`src/rtl/signed_seq_div.sv`:
```
// Sequential signed divider: sign-magnitude wrapper around an unsigned restoring core.
// 2*DW-bit dividend / DW-bit divisor -> 2*DW-bit quotient (toward zero) + DW-bit remainder.
module signed_seq_div #(
  parameter int DW = 8
) (
  input  logic            clk,
  input  logic            rst_n,
  input  logic            in_valid,
  output logic            in_ready,
  input  logic [2*DW-1:0] dividend,
  input  logic [DW-1:0]   divisor,
  output logic            out_valid,
  input  logic            out_ready,
  output logic [2*DW-1:0] quotient,
  output logic [DW-1:0]   remainder,
  output logic            div_zero,
  output logic            overflow
);

  localparam int QW = 2*DW;
  localparam int CW = $clog2(QW+1);

  typedef enum logic [1:0] {IDLE, DIV, FIX, DONE} state_t;

  state_t          state, state_nxt;
  logic [CW-1:0]   cnt;
  logic [DW:0]     pr;
  logic [QW-1:0]   qsh;     // dividend magnitude shifts out MSB-first, quotient bits shift in
  logic [DW-1:0]   dvs;
  logic            neg_q, neg_r;

  logic            accept, is_zero, is_ovf, last_it, q_bit;
  logic [DW:0]     pr_sh, pr_sub;

  assign in_ready = (state == IDLE);
  assign accept   = in_valid & in_ready;
  assign is_zero  = (divisor == '0);
  assign is_ovf   = (dividend == {1'b1, {(QW-1){1'b0}}}) && (divisor == '1);
  assign last_it  = (cnt == CW'(QW-1));

  always_comb begin
    pr_sh  = {pr[DW-1:0], qsh[QW-1]};
    pr_sub = pr_sh - {1'b0, dvs};
    q_bit  = (pr_sh >= {1'b0, dvs});
  end

  always_ff @(posedge clk or negedge rst_n) begin
    if (!rst_n) state <= IDLE;
    else        state <= state_nxt;
  end

  always_comb begin
    state_nxt = state;
    case (state)
      IDLE: if (accept)    state_nxt = (is_zero || is_ovf) ? DONE : DIV;
      DIV:  if (last_it)   state_nxt = FIX;
      FIX:                 state_nxt = DONE;
      DONE: if (out_ready) state_nxt = IDLE;
      default:             state_nxt = IDLE;
    endcase
  end

  always_ff @(posedge clk or negedge rst_n) begin
    if (!rst_n) begin
      cnt       <= '0;
      pr        <= '0;
      qsh       <= '0;
      dvs       <= '0;
      neg_q     <= 1'b0;
      neg_r     <= 1'b0;
      out_valid <= 1'b0;
      quotient  <= '0;
      remainder <= '0;
      div_zero  <= 1'b0;
      overflow  <= 1'b0;
    end else begin
      case (state)
        IDLE: if (accept) begin
          neg_q <= dividend[QW-1] ^ divisor[DW-1];
          neg_r <= dividend[QW-1];
          // -(-2^(QW-1)) wraps back to 2^(QW-1), which is the correct unsigned magnitude
          qsh   <= dividend[QW-1] ? -dividend : dividend;
          dvs   <= divisor[DW-1]  ? -divisor  : divisor;
          cnt   <= '0;
          pr    <= '0;
          if (is_zero) begin
            out_valid <= 1'b1;
            quotient  <= '1;
            remainder <= '0;
            div_zero  <= 1'b1;
            overflow  <= 1'b0;
          end else if (is_ovf) begin
            out_valid <= 1'b1;
            quotient  <= dividend;
            remainder <= '0;
            div_zero  <= 1'b0;
            overflow  <= 1'b1;
          end
        end
        DIV: begin
          pr  <= q_bit ? pr_sub : pr_sh;
          qsh <= {qsh[QW-2:0], q_bit};
          cnt <= cnt + CW'(1);
        end
        FIX: begin
          // negating a zero remainder yields zero, so +0 is reported naturally
          quotient  <= neg_q ? -qsh : qsh;
          remainder <= DW'(neg_r ? -pr : pr);
          div_zero  <= 1'b0;
          overflow  <= 1'b0;
          out_valid <= 1'b1;
        end
        DONE: if (out_ready) out_valid <= 1'b0;
        default: ;
      endcase
    end
  end

endmodule

```
`config.mk`:
```
export PLATFORM = sky130hd
export DESIGN_NAME = signed_seq_div
export DESIGN_NICKNAME = d
export VERILOG_FILES = /design/src/rtl/signed_seq_div.sv
export SDC_FILE = /design/constraint.sdc
export NUM_CORES = 1
export LEC_CHECK = 0
export CELL_PAD_IN_SITES_DETAIL_PLACEMENT = 2
export CELL_PAD_IN_SITES_GLOBAL_PLACEMENT = 2
export CORE_UTILIZATION = 35
export DETAILED_ROUTE_END_ITERATION = 6
export MAX_ROUTING_LAYER = met4
export PLACE_DENSITY = 0.87
export SLEW_MARGIN = 10
export SYNTH_ARGS = -nofsm -noshare
export SYNTH_HDL_FRONTEND = slang
export SYNTH_SLANG_ARGS = --single-unit
```
`constraint.sdc`:
```
create_clock -name clk -period 3.4 [get_ports clk]
set_clock_uncertainty 0.2 [all_clocks]
set_input_delay 0.34 -clock clk [delete_from_list [all_inputs] [get_ports clk]]
set_output_delay 0.34 -clock clk [all_outputs]
set_load 0.1 [all_outputs]
```
==> tab_implementation.tex <==
\begin{tabular}{lr}
\hline
Metric & Value \\
\hline
\multicolumn{2}{l}{\textbf{Status}} \\
\quad Status & completed \\
\multicolumn{2}{l}{\textbf{Setup path}} \\
\quad Crit path buf inv count & 2 \\
\quad Critical path, cell by cell & clkdlybuf4s50\_1 > or4\_1 > nor3\_2 > a31oi\_1 > a211o\_1 > buf\_12 > mux2\_4 \\
\quad Critical-path top delay cell & sky130\_fd\_sc\_hd\_\_or4\_1 \\
\quad Req. time, crit path & 3.43 ns \\
\quad Max FO, Critical Path & 25 \\
\quad Critical path startpoint category & input pin \\
\quad Crit-path max cell delay & about 0.74 ns \\
\quad Crit-path leading delay family & simple AND/OR/NAND/NOR gates \\
\quad Worst Setup End Kind & flip-flop \\
\quad Crit Path Category & in2reg \\
\quad Worst Path Arrival & 3.03 ns \\
\multicolumn{2}{l}{\textbf{Logic synthesis}} \\
\quad Main flop type after synthesis & sky130\_fd\_sc\_hd\_\_dfrtp\_1 \\
\quad Synth Warn \# & 0 \\
\quad Synthesized instance count & 521 \\
\quad Avg Inst Size Synth & 9.09 sq um \\
\quad Number of different library cells in the post-synthesis netlist & between 50 and 60 \\
\quad Share of the synthesized area in compound gates (AO/OA/AOI/OAI) & between 10\% and 20\% \\
\quad Number of synthesized flops with an enable pin & 0 \\
\quad Library cell with the highest instance count after synthesis & sky130\_fd\_sc\_hd\_\_dfrtp\_1 \\
\quad Cell Area, Synth & 0.00474 sq mm \\
\quad Yosys top cell by area & sky130\_fd\_sc\_hd\_\_dfrtp\_1 \\
\quad Adder-cell share of the synthesized area & 5.71\% \\
\quad Most numerous cell types in the synthesized netlist & sky130\_fd\_sc\_hd\_\_dfrtp\_1, sky130\_fd\_sc\_hd\_\_nand2\_1, sky130\_fd\_sc\_hd\_\_inv\_1, sky130\_fd\_sc\_hd\_\_o21ai\_0, sky130\_fd\_sc\_hd\_\_clkbuf\_1 \\
\quad Xor and xnor area share after synthesis & 7.40\% \\
\quad Sequential cell area fraction in the yosys report & between 30\% and 40\% \\
\quad Post-synthesis sequential element count & 68 \\
\quad Nets in the synthesized netlist & 570 \\
\quad Async S/R FF share, synth & 100\% \\
\quad Post-synthesis mux area share & around a tenth \\
\quad Main combinational cell family by area after synthesis & compound AO/OA/AOI/OAI gates \\
\quad Dominant cells by area after synthesis & sky130\_fd\_sc\_hd\_\_dfrtp\_1, sky130\_fd\_sc\_hd\_\_xnor2\_1, sky130\_fd\_sc\_hd\_\_ha\_1 \\
\quad Fraction of the mapped netlist area in simple logic gates & 15.3\% \\
\quad Share of Yosys cell area claimed by the top area cell type & a little over a third \\
\multicolumn{2}{l}{\textbf{Cells and area}} \\
\quad Fraction of layout cells with a size suffix above 1 & 11.2\% \\
\quad Final net count & 615 \\
\quad Area Growth Syn to Fin & 22.3\% \\
\quad Final std cells w/o fill & approximately 750 \\
\quad Diodes inserted & 0 \\
\quad Finished Cell Area & 0.00579 sq mm \\
\multicolumn{2}{l}{\textbf{Pwr}} \\
\quad Final Power & 7.07 mW \\
\quad Clock power frac & 15.1\% \\
\quad Int Power & 3.39 mW \\
\quad Sequential power share & 22.5\% \\
\quad Part of the power in combinational logic & $\sim$62\% \\
\quad Sw Pwr & 3.68 mW \\
\quad Cell leakage power & 2.48 nW \\
\quad Power density cells & 1220 mW/mm\^{}2 \\
\quad Peak supply drop & roughly 770 uV \\
\quad Switching part of the total power & approximately 52\% \\
\multicolumn{2}{l}{\textbf{Route}} \\
\quad Routed vias & 4296 \\
\quad Initial DRT Pass Iterations & 4 \\
\quad Number of DRC markers in iteration 0 & 234 \\
\quad Final wirelength & 16.5 mm \\
\quad Post-route DRC violation count & 0 \\
\quad Number of vias per cell & 5.75 \\
\quad Average routed wire per standard cell & 22.1 um \\
\quad Detail Route Antenna Nets & 0 \\
\multicolumn{2}{l}{\textbf{Global routing}} \\
\quad First-pass GRT wire length & 26.8 mm \\
\quad Overall fraction of global-route tracks in use & 25.6\% \\
\quad GRT overflow & 0 \\
\quad Vias in the first global route & slightly below 5k \\
\quad Initial antenna violation count & 0 \\
\quad Pin count of the biggest net entering global routing & 37 \\
\multicolumn{2}{l}{\textbf{STA}} \\
\quad Crit path time final & 2.99 ns \\
\quad Final setup TNS & 0 ns \\
\quad Ratio of final minimum period to clock period & 88.1\% \\
\quad Peak Freq & 334 MHz \\
\quad Slew at the pin closest to its max-slew limit & 0.999 ns \\
\quad Number of setup violations in the final report & 0 \\
\quad Final Max Slew Viols & 0 \\
\quad Minimum setup slack in the final design & between 0.4 and 0.5 ns \\
\quad Slew margin rel. & between 30\% and 40\% \\
\quad RSZ-0062 raised after global routing & no \\
\quad Hold violation total from the final report & 0 \\
\multicolumn{2}{l}{\textbf{Clock network}} \\
\quad Number of buffers added by the clock tree synthesis step & 9 \\
\quad Worst-skew pair later-pin latency & 0.36 ns \\
\quad TritonCTS clock tree & done \\
\quad Clock Sink Count & 68 \\
\quad Largest buffer count on any clock path & 2 \\
\quad CTS clock-pin slew for the worst setup and hold paths & 0.06 ns \\
\quad H-tree Lvls & 3 \\
\quad Cell at the root of the clock tree & sky130\_fd\_sc\_hd\_\_clkbuf\_16 \\
\multicolumn{2}{l}{\textbf{Placement}} \\
\quad Cell count after placement & 730 \\
\quad Minimum setup slack after placement & 0.133 ns \\
\quad Dpl hpwl & 11.3 mm \\
\quad Placer congestion estimate & 0.849 \\
\quad Number of buffer cells added on primary ports & 55 \\
\quad Total placed instance area & 0.00546 sq mm \\
\multicolumn{2}{l}{\textbf{Hold path}} \\
\quad Classification of the worst-slack hold path & reg2reg \\
\multicolumn{2}{l}{\textbf{Job}} \\
\quad Number of violations of the max-capacitance limit & 0 \\
\multicolumn{2}{l}{\textbf{Floorplanning}} \\
\quad Die span in y & 118 um \\
\quad Area of the placeable core & 0.0132 sq mm \\
\quad Die area & 0.0140 sq mm \\
\quad Io pins & 56 \\
\quad Initial standard-cell utilization of the core & 35.8\% \\
\quad Width of the die & roughly 120 um \\
\quad FP Rows & 42 \\
\hline
\end{tabular}
cells by family (layout without fill, tap and decap cells):
family | Yosys count | in the layout
flops | 68 | 68
compound gates | 134 | 134
mux | 44 | 44
xor+xnor | 40 | 40
buf+inv | 70 | 120
fa+ha+maj | 21 | 21
simple gates | 144 | 144
final timing paths:
kind                                     end  slack (ns)         from  depth (start not counted)
worst min-delay path                  dvs[7]        0.29       dvs[7]                          2
worst max-delay path             quotient[7]        0.41  dividend[6]                          7
worst min register to register        dvs[7]        0.29       dvs[7]                          2
max in group asynchronous       remainder[7]        1.88        rst_n                          3
min in group asynchronous        quotient[7]        0.34        rst_n                          2
worst max register to register         pr[2]        0.55        pr[1]                          7
state kept, by name (all words and copies together) (netlist names):
| register | flops |
|---|---|
| qsh | 16 |
| quotient | 16 |
| dvs | 8 |
| pr | 8 |
| remainder | 8 |
| cnt | 5 |
| state | 2 |
| div_zero | 1 |
| neg_q | 1 |
| neg_r | 1 |
| out_valid | 1 |
| overflow | 1 |
routing by layer:
layer	part of all wire, %	global-route usage [%]
met1	43	30.9
met2	51	42.2
met3	4.1	3.81
met4	2.5	11.6
met5	0	-
cells in the final DEF (no fill, tap or decap), types with 3 or more instances in the layout:
| cell type | count |
|---|---|
| sky130_fd_sc_hd__o311ai_0 | 3 |
| sky130_fd_sc_hd__or4_1 | 6 |
| sky130_fd_sc_hd__nand3_1 | 7 |
| sky130_fd_sc_hd__o41ai_1 | 9 |
| sky130_fd_sc_hd__o21ai_0 | 33 |
| sky130_fd_sc_hd__or2_2 | 4 |
| sky130_fd_sc_hd__xor2_1 | 11 |
| sky130_fd_sc_hd__nor2b_1 | 7 |
| sky130_fd_sc_hd__mux2i_1 | 24 |
| sky130_fd_sc_hd__a31o_2 | 3 |
| sky130_fd_sc_hd__nand2b_1 | 8 |
| sky130_fd_sc_hd__mux2_2 | 9 |
| sky130_fd_sc_hd__clkbuf_16 | 9 |
| sky130_fd_sc_hd__nor2_1 | 20 |
| sky130_fd_sc_hd__o211ai_1 | 11 |
| sky130_fd_sc_hd__ha_1 | 20 |
| sky130_fd_sc_hd__dfrtp_1 | 68 |
| sky130_fd_sc_hd__a211oi_1 | 3 |
| sky130_fd_sc_hd__nor3b_1 | 3 |
| sky130_fd_sc_hd__or3_1 | 6 |
| sky130_fd_sc_hd__o31ai_1 | 13 |
| sky130_fd_sc_hd__a21oi_1 | 24 |
| sky130_fd_sc_hd__clkdlybuf4s50_1 | 53 |
| sky130_fd_sc_hd__a31oi_1 | 4 |
| sky130_fd_sc_hd__o22ai_1 | 6 |
| sky130_fd_sc_hd__clkinvlp_4 | 3 |
| sky130_fd_sc_hd__a2bb2oi_1 | 8 |
| sky130_fd_sc_hd__buf_4 | 14 |
| sky130_fd_sc_hd__nor4_1 | 5 |
| sky130_fd_sc_hd__xnor2_1 | 29 |
| sky130_fd_sc_hd__mux2_4 | 11 |
| sky130_fd_sc_hd__nand2_1 | 57 |
| sky130_fd_sc_hd__nor3_1 | 9 |
| sky130_fd_sc_hd__inv_1 | 33 |
stage by stage:
step / util, % / hold WS (ns)
2_1_floorplan: - / -0.156
3_3_place_gp: 41.2 / 0.180
3_5_place_dp: 41.2 / 0.195
4_1_cts: 43.8 / 0.296
5_1_grt: 43.8 / 0.321
6_report: 43.8 / 0.290
worst reg2reg max path, stage by stage (launching register included):
cell and delay (ns):
sky130_fd_sc_hd__dfrtp_1 0.46, sky130_fd_sc_hd__ha_1 0.44, sky130_fd_sc_hd__a31o_2 0.27, sky130_fd_sc_hd__a211oi_1 0.26, sky130_fd_sc_hd__a21oi_1 0.13, sky130_fd_sc_hd__buf_4 0.19
sky130_fd_sc_hd__or2_2 0.39, sky130_fd_sc_hd__o311ai_0 0.38
area by class of cell:
cell class | count | area, sq um
timing repair buffer | 70 | 671
inverter | 34 | 128
sequential | 68 | 1700
clock inverter | 7 | 100
tap | 176 | 220
clock buffer | 9 | 225
multi-input combinational | 383 | 2750
fill | 1449 | 7450
timing repair:
item,in CTS,in global routing
buffers inserted,0,0
endpoints found under the setup margin,0,0
resized for setup,0,0
hold buffers,1,0
hold endpoints to repair,22,0
power by group through the flow:
stage	registers (mW)	logic [mW]	clock network [mW]
floorplan	2.28	2.47	0
global placement	1.54	4.07	0
detailed placement	1.59	4.30	0
CTS	1.59	4.44	1.09
global route	1.65	4.72	1.10
finish	1.59	4.41	1.07
Power figures use the tool's default switching activity.
